`config.mk`:
```
export PLATFORM = sky130hd
export DESIGN_NAME = exponent_axi4_lite_master
export DESIGN_NICKNAME = d
export VERILOG_FILES = /design/src/rtl/exponent_axi4_lite_master.sv
export SDC_FILE = /design/constraint.sdc
export NUM_CORES = 1
export LEC_CHECK = 0
export CORE_MARGIN = 5
export CORE_UTILIZATION = 41
export CTS_CLUSTER_SIZE = 14
export DETAILED_ROUTE_END_ITERATION = 12
export PLACE_DENSITY = 0.79
export SETUP_SLACK_MARGIN = 0.02
export SLEW_MARGIN = 20
export SYNTH_ARGS = -nofsm -noshare
export SYNTH_HDL_FRONTEND = slang
export SYNTH_SLANG_ARGS = --single-unit
```
`constraint.sdc`:
```
create_clock -name M_AXI_ACLK -period 2.2 [get_ports M_AXI_ACLK]
set_input_delay 0.44 -clock M_AXI_ACLK [delete_from_list [all_inputs] [get_ports M_AXI_ACLK]]
set_output_delay 0.44 -clock M_AXI_ACLK [all_outputs]
set_load 0.005 [all_outputs]
```
`src/rtl/exponent_axi4_lite_master.sv`:
```
// AXI4-Lite master that sequences one exponent computation on the peripheral:
// write X, A, START; poll DONE; read P; report the result with a done pulse.
module exponent_axi4_lite_master #(
  parameter logic [31:0] BASE_ADDR  = 32'h7c80_0000,
  parameter int unsigned POLL_LIMIT = 1024
) (
  input  logic        M_AXI_ACLK,
  input  logic        M_AXI_ARESETN,
  input  logic        i_start,
  input  logic [3:0]  i_X,
  input  logic [3:0]  i_A,
  output logic        o_busy,
  output logic        o_done,
  output logic [14:0] o_P,
  output logic        o_error,
  output logic        o_timeout,
  output logic [31:0] M_AXI_AWADDR,
  output logic        M_AXI_AWVALID,
  input  logic        M_AXI_AWREADY,
  output logic [31:0] M_AXI_WDATA,
  output logic [3:0]  M_AXI_WSTRB,
  output logic        M_AXI_WVALID,
  input  logic        M_AXI_WREADY,
  input  logic [1:0]  M_AXI_BRESP,
  input  logic        M_AXI_BVALID,
  output logic        M_AXI_BREADY,
  output logic [31:0] M_AXI_ARADDR,
  output logic        M_AXI_ARVALID,
  input  logic        M_AXI_ARREADY,
  input  logic [31:0] M_AXI_RDATA,
  input  logic [1:0]  M_AXI_RRESP,
  input  logic        M_AXI_RVALID,
  output logic        M_AXI_RREADY
);

  localparam logic [31:0] OFS_X     = 32'h00;
  localparam logic [31:0] OFS_A     = 32'h04;
  localparam logic [31:0] OFS_START = 32'h08;
  localparam logic [31:0] OFS_P     = 32'h0C;
  localparam logic [31:0] OFS_DONE  = 32'h10;

  typedef enum logic [2:0] {
    S_IDLE, S_WR_X, S_WR_A, S_WR_START, S_GAP, S_RD_DONE, S_RD_P, S_FINISH
  } state_e;

  state_e      state_q;
  logic [3:0]  a_q;
  logic [31:0] awaddr_q, wdata_q, araddr_q;
  logic [3:0]  wstrb_q;
  logic        awvalid_q, wvalid_q, bready_q, arvalid_q, rready_q;
  logic        aw_ok_q, w_ok_q, ar_ok_q;
  logic [15:0] poll_q;
  logic        gap_q, err_q, tmo_q;
  logic        busy_q, done_q, error_q, timeout_q;
  logic [14:0] p_q;

  logic [31:0] wr_addr_d, wr_data_d;
  logic [15:0] poll_inc;
  logic        poll_exhausted;
  logic        aw_fire, w_fire, ar_fire, b_hs, r_hs;
  logic        unused_rdata;

  assign aw_fire = awvalid_q & M_AXI_AWREADY;
  assign w_fire  = wvalid_q & M_AXI_WREADY;
  assign ar_fire = arvalid_q & M_AXI_ARREADY;
  // A response only counts once its request(s) were accepted on an earlier edge.
  assign b_hs    = bready_q & M_AXI_BVALID & aw_ok_q & w_ok_q;
  assign r_hs    = rready_q & M_AXI_RVALID & ar_ok_q;

  assign poll_inc       = poll_q + 16'd1;
  assign poll_exhausted = ({16'd0, poll_inc} >= POLL_LIMIT);
  assign unused_rdata   = ^M_AXI_RDATA[31:15];

  // Address/data of the write launched on leaving the current state.
  always_comb begin
    wr_addr_d = BASE_ADDR + OFS_X;
    wr_data_d = {28'd0, i_X};
    case (state_q)
      S_WR_X: begin
        wr_addr_d = BASE_ADDR + OFS_A;
        wr_data_d = {28'd0, a_q};
      end
      S_WR_A: begin
        wr_addr_d = BASE_ADDR + OFS_START;
        wr_data_d = 32'h1;
      end
      default: ;
    endcase
  end

  always_ff @(posedge M_AXI_ACLK or negedge M_AXI_ARESETN) begin
    if (!M_AXI_ARESETN) begin
      state_q   <= S_IDLE;
      a_q       <= '0;
      awaddr_q  <= '0;
      wdata_q   <= '0;
      araddr_q  <= '0;
      wstrb_q   <= '0;
      awvalid_q <= 1'b0;
      wvalid_q  <= 1'b0;
      bready_q  <= 1'b0;
      arvalid_q <= 1'b0;
      rready_q  <= 1'b0;
      aw_ok_q   <= 1'b0;
      w_ok_q    <= 1'b0;
      ar_ok_q   <= 1'b0;
      poll_q    <= '0;
      gap_q     <= 1'b0;
      err_q     <= 1'b0;
      tmo_q     <= 1'b0;
      busy_q    <= 1'b0;
      done_q    <= 1'b0;
      error_q   <= 1'b0;
      timeout_q <= 1'b0;
      p_q       <= '0;
    end else begin
      done_q <= 1'b0;
      if (aw_fire) begin
        awvalid_q <= 1'b0;
        aw_ok_q   <= 1'b1;
      end
      if (w_fire) begin
        wvalid_q <= 1'b0;
        w_ok_q   <= 1'b1;
      end
      if (ar_fire) begin
        arvalid_q <= 1'b0;
        ar_ok_q   <= 1'b1;
      end
      case (state_q)
        S_IDLE: begin
          // busy_q is still set only during the o_done cycle; starts there are dropped.
          if (busy_q) begin
            busy_q <= 1'b0;
          end else if (i_start) begin
            busy_q    <= 1'b1;
            error_q   <= 1'b0;
            timeout_q <= 1'b0;
            err_q     <= 1'b0;
            tmo_q     <= 1'b0;
            poll_q    <= '0;
            a_q       <= i_A;
            awaddr_q  <= wr_addr_d;
            wdata_q   <= wr_data_d;
            wstrb_q   <= 4'hF;
            awvalid_q <= 1'b1;
            wvalid_q  <= 1'b1;
            bready_q  <= 1'b1;
            aw_ok_q   <= 1'b0;
            w_ok_q    <= 1'b0;
            state_q   <= S_WR_X;
          end
        end
        S_WR_X, S_WR_A, S_WR_START: begin
          if (b_hs) begin
            bready_q <= 1'b0;
            if (M_AXI_BRESP != 2'b00) begin
              err_q   <= 1'b1;
              state_q <= S_FINISH;
            end else if (state_q == S_WR_START) begin
              gap_q   <= 1'b0;
              state_q <= S_GAP;
            end else begin
              awaddr_q  <= wr_addr_d;
              wdata_q   <= wr_data_d;
              awvalid_q <= 1'b1;
              wvalid_q  <= 1'b1;
              bready_q  <= 1'b1;
              aw_ok_q   <= 1'b0;
              w_ok_q    <= 1'b0;
              state_q   <= (state_q == S_WR_X) ? S_WR_A : S_WR_START;
            end
          end
        end
        S_GAP: begin
          gap_q <= 1'b1;
          if (gap_q) begin
            araddr_q  <= BASE_ADDR + OFS_DONE;
            arvalid_q <= 1'b1;
            rready_q  <= 1'b1;
            ar_ok_q   <= 1'b0;
            state_q   <= S_RD_DONE;
          end
        end
        S_RD_DONE: begin
          if (r_hs) begin
            rready_q <= 1'b0;
            poll_q   <= poll_inc;
            if (M_AXI_RRESP != 2'b00) begin
              err_q   <= 1'b1;
              state_q <= S_FINISH;
            end else if (M_AXI_RDATA[0]) begin
              araddr_q  <= BASE_ADDR + OFS_P;
              arvalid_q <= 1'b1;
              rready_q  <= 1'b1;
              ar_ok_q   <= 1'b0;
              state_q   <= S_RD_P;
            end else if (poll_exhausted) begin
              tmo_q   <= 1'b1;
              state_q <= S_FINISH;
            end else begin
              arvalid_q <= 1'b1;
              rready_q  <= 1'b1;
              ar_ok_q   <= 1'b0;
            end
          end
        end
        S_RD_P: begin
          if (r_hs) begin
            rready_q <= 1'b0;
            if (M_AXI_RRESP != 2'b00) err_q <= 1'b1;
            else                      p_q   <= M_AXI_RDATA[14:0];
            state_q <= S_FINISH;
          end
        end
        S_FINISH: begin
          done_q    <= 1'b1;
          error_q   <= err_q;
          timeout_q <= tmo_q;
          state_q   <= S_IDLE;
        end
        default: state_q <= S_IDLE;
      endcase
    end
  end

  assign o_busy        = busy_q;
  assign o_done        = done_q;
  assign o_P           = p_q;
  assign o_error       = error_q;
  assign o_timeout     = timeout_q;
  assign M_AXI_AWADDR  = awaddr_q;
  assign M_AXI_AWVALID = awvalid_q;
  assign M_AXI_WDATA   = wdata_q;
  assign M_AXI_WSTRB   = wstrb_q;
  assign M_AXI_WVALID  = wvalid_q;
  assign M_AXI_BREADY  = bready_q;
  assign M_AXI_ARADDR  = araddr_q;
  assign M_AXI_ARVALID = arvalid_q;
  assign M_AXI_RREADY  = rready_q;

endmodule

```
==> metrics.md, run 1 <==
| Metric | Value |
|---|---|
| Outcome | `finished, final reports clean` |
| Synth top cells by count | `89 x buf_4, 64 x dfrtp_1, 44 x nand2_1` |
| Max_slew headroom | `roughly three fifths` |
| Hold_ws | `about 0.49 ns` |
| Setup crit end kind | `flop` |
| Initial Util | `about 42%` |
| Total congestion overflow | `0` |
| Achievable frequency | `494 MHz` |
| Clk slew on worst S/H paths | `approximately 0.080 ns` |
| Max clock buf depth | `2` |
| Mapped Area | `0.00369 mm2` |
| DR DRC count | `0` |
| WP data arrival | `approximately 2.2 ns` |
| Post-synth ARST share | `100%` |
| Vias in the first global route | `2836` |
| First-pass GRT wire length | `13500 um` |
| Pint | `2.97 mW` |
| Final instance area | `roughly 0.0046 mm2` |
| Final WS setup | `~0.18 ns` |
| Wl on met1 | `3140 um` |
| Tot Pwr | `4.35 mW` |
| Final wirelength | `between 8000 and 9000 um` |
| Worst Path Max Fanout | `6` |
| Setup violators final | `0` |
| Routed len/inst | `13.6 um` |
| Drt first-iter violations | `approximately 110` |
| Worst vdd ir | `0.416 mV` |
| Pre-CTS setup slack | `roughly 0.041 ns` |
| Met3 wire length | `roughly 610 um` |
| Final Hold Violating Endpoints | `0` |
| Hold Path Class | `primary input to asynchronous set/reset pin` |
| Setup CP Type | `flop to flop` |
| Remaining antenna violation count | `0` |
| Placed standard-cell area | `0.00436 mm2` |
| Crit-path max cell delay | `0.43 ns` |
| FF-to-FF Start | `poll_q[10]` |
| Uppermost layer routed | `met4` |
| Final period util | `between 90% and 100%` |
| Ys Warns | `0` |
| H-Tree Depth | `3` |
| Die Span Y | `approximately 100 um` |
| Clk_lat worst skew | `0.34 ns` |
| Io pins | `176` |
| Comb power frac | `34.3%` |
| Cell with the most instances after synthesis | `buf_4` |
| CP required | `about 2.4 ns` |
| R2r endpoint | `ar_ok_q` |
| Num CTS Buffers | `9` |
| Rows | `34` |
| Sw power | `1.38 mW` |
| Top_reg_cell synth | `dfrtp_1` |
| Placed insts | `576` |
| Ranking of synthesized cells by area | `dfrtp_1 43%, buf_4 18%, nand2_1 4.5%` |
| PwrDens | `936 mW/mm2` |
| Placeable Area | `0.00876 mm2` |
| Fin Setup TNS | `0 ns` |
| Max Transition Viols Final | `0` |
| Layout cells sized above 1 | `13.6%` |
| Synth area leader | `dfrtp_1` |
| Final core utilization | `53.0%` |
| Static Leakage | `2.21 nW` |
| Worst-case reg-to-reg path depth | `7` |
| Reg2reg setup slack | `0.18 ns` |
| Clock share of power | `26.4%` |
| Switching Share | `31.7%` |
| Gate Count Post-Synth | `slightly below 400` |
| Critical Path Source Type | `flop` |
| Number of synthesized register bits | `64` |
| RSZ-0062 raised after global routing | `no` |
| Via count | `2838` |
| CTS sink cnt | `64` |
| Die W | `105 um` |
| Root Buffer | `clkbuf_8` |
| Sequential share of power | `39.3%` |
| Actual slew at the worst max-slew pin | `0.621 ns` |
| Routability cong. | `0.830` |
| N_diodes | `0` |
| CTS tree | `built` |
| Period minus WS final | `2.02 ns` |
| Distinct cells, synth | `50` |
| Skew final | `0.0110 ns` |
| Vias per cell | `4.77` |
| Post-synth top area share | `43.4%` |
| Detailed placement HPWL | `6310 um` |
| DR pass1 iterations | `4` |
| Delay-heaviest family, CP | `simple AND/OR/NAND/NOR gates` |
| Count of flip-flops with a built-in enable after synthesis | `0` |
| Fin cells | `approximately 600` |
| Final nets | `536` |
| Metal2 WL | `4290 um` |
| I/O Buffers | `83` |
| CP bufs+invs | `1` |
| Syn_area_per_cell | `9.39 um2` |
| Total GRT Usage | `14.7%` |
| Die area | `0.0110 mm2` |
| CP max stage cell | `dfrtp_1` |
| P&R area growth vs syn | `26.0%` |
| Antenna violations before repair | `0` |
| Worst path cell trace | `nand4_1, buf_4, nor4_2, xnor2_1, o211ai_2, nor4_4, nor3_1` |
| Largest net degree at the start of global routing | `29` |
| Post-synthesis sequential area ratio | `43.4%` |
| Max-cap violations | `0` |
==> power by group through the flow <==
stage          Sequential [mW]  Combinational [mW]  Clock [mW]
6_report                  1.71                1.49        1.15
5_1_grt                   1.76                1.65        1.23
4_1_cts                   1.71                1.51        1.17
3_5_place_dp              1.73                1.50           0
3_3_place_gp              1.71                1.47           0
2_1_floorplan             1.68               0.934           0
==> worst max-delay path by stage <==
stage,to,depth (start not counted),start,slack [ns]
finish,ar_ok_q,7,poll_q[10],0.18
global route,M_AXI_ARVALID,7,poll_q[0],0.06
CTS,ar_ok_q,7,poll_q[0],0.07
floorplan,ar_ok_q,7,poll_q[0],0.33
global placement,M_AXI_WDATA[1],6,M_AXI_BRESP[1],0.06
detailed placement,poll_q[6],6,M_AXI_RVALID,0.04
==> kinds of logic after synthesis <==
| kind of cell | count (synthesis) | synth area share, % |
|---|---|---|
| buffers and inverters | 111 | 20.4 |
| DFF | 64 | 43.4 |
| AOI/OAI and AO/OA | 67 | 11.4 |
| other | 1 | 0.102 |
| muxes | 16 | 4.85 |
| adders and majority gates | 3 | 0.949 |
| xor gates and xnor gates | 6 | 1.42 |
| and+or+nand+nor | 125 | 17.4 |
==> worst register-to-register path, delay by kind of cell, from the launching register on <==
family / cells / cell delay (ns)
and+or+nand+nor: 4 / 0.85
xor gates and xnor gates: 1 / 0.22
buffers and inverters: 1 / 0.23
DFF: 1 / 0.43
AOI/OAI and AO/OA: 1 / 0.18
==> area by class of cell <==
cell class / instances / area (um2)
clock inverters: 6 / 92.6
flip-flops and latches: 64 / 1600
fillers: 789 / 4120
repair buffers: 104 / 998
clock buffers: 10 / 138
multi-input cells: 292 / 1640
inverters: 11 / 41.3
well taps: 108 / 135
==> state kept, by name (all words and copies together), names as in the netlist, 3 cells and up <==
name / cells
M_AXI_WDATA: 4
a_q: 4
state_q: 3
poll_q: 16
M_AXI_ARADDR: 3
M_AXI_AWADDR: 3
o_P: 15
==> routing by layer <==
layer	vias to the layer above	global-route usage (%)
met5	-	0
met4	0	4.02
met3	6	4.32
met2	101	27.3
met1	1372	16.3
li1	1359	-
==> cells in the final DEF, fill, tap and decap left out, types with 5 or more instances in the layout <==
cell type / instances
inv_1: 11
nand3_1: 9
nand2b_1: 5
clkdlybuf4s50_1: 82
nor3_1: 9
buf_4: 19
mux2_2: 14
clkbuf_8: 10
a21oi_1: 11
o21ai_0: 31
nand2_1: 43
conb_1: 75
dfrtp_1: 63
nor2_1: 28
==> timing repair <==
item	in CTS	in global routing
endpoints found under the setup margin	0	5
hold buffers	1	0
gates resized for setup	0	6
setup buffers	0	2
hold endpoints to repair	8	0
Power figures use the tool's default switching activity.
==> run 2, diff against run 1 <==
--- a/config.mk
+++ b/config.mk
@@ -7,6 +7,7 @@
 export LEC_CHECK = 0
 export CORE_MARGIN = 5
 export CORE_UTILIZATION = 41
+export CTS_CLUSTER_DIAMETER = 30
 export CTS_CLUSTER_SIZE = 14
 export DETAILED_ROUTE_END_ITERATION = 12
 export PLACE_DENSITY = 0.79
==> results of run 2 <==
Final layout, timing and power as in run 1 (identical DEF).
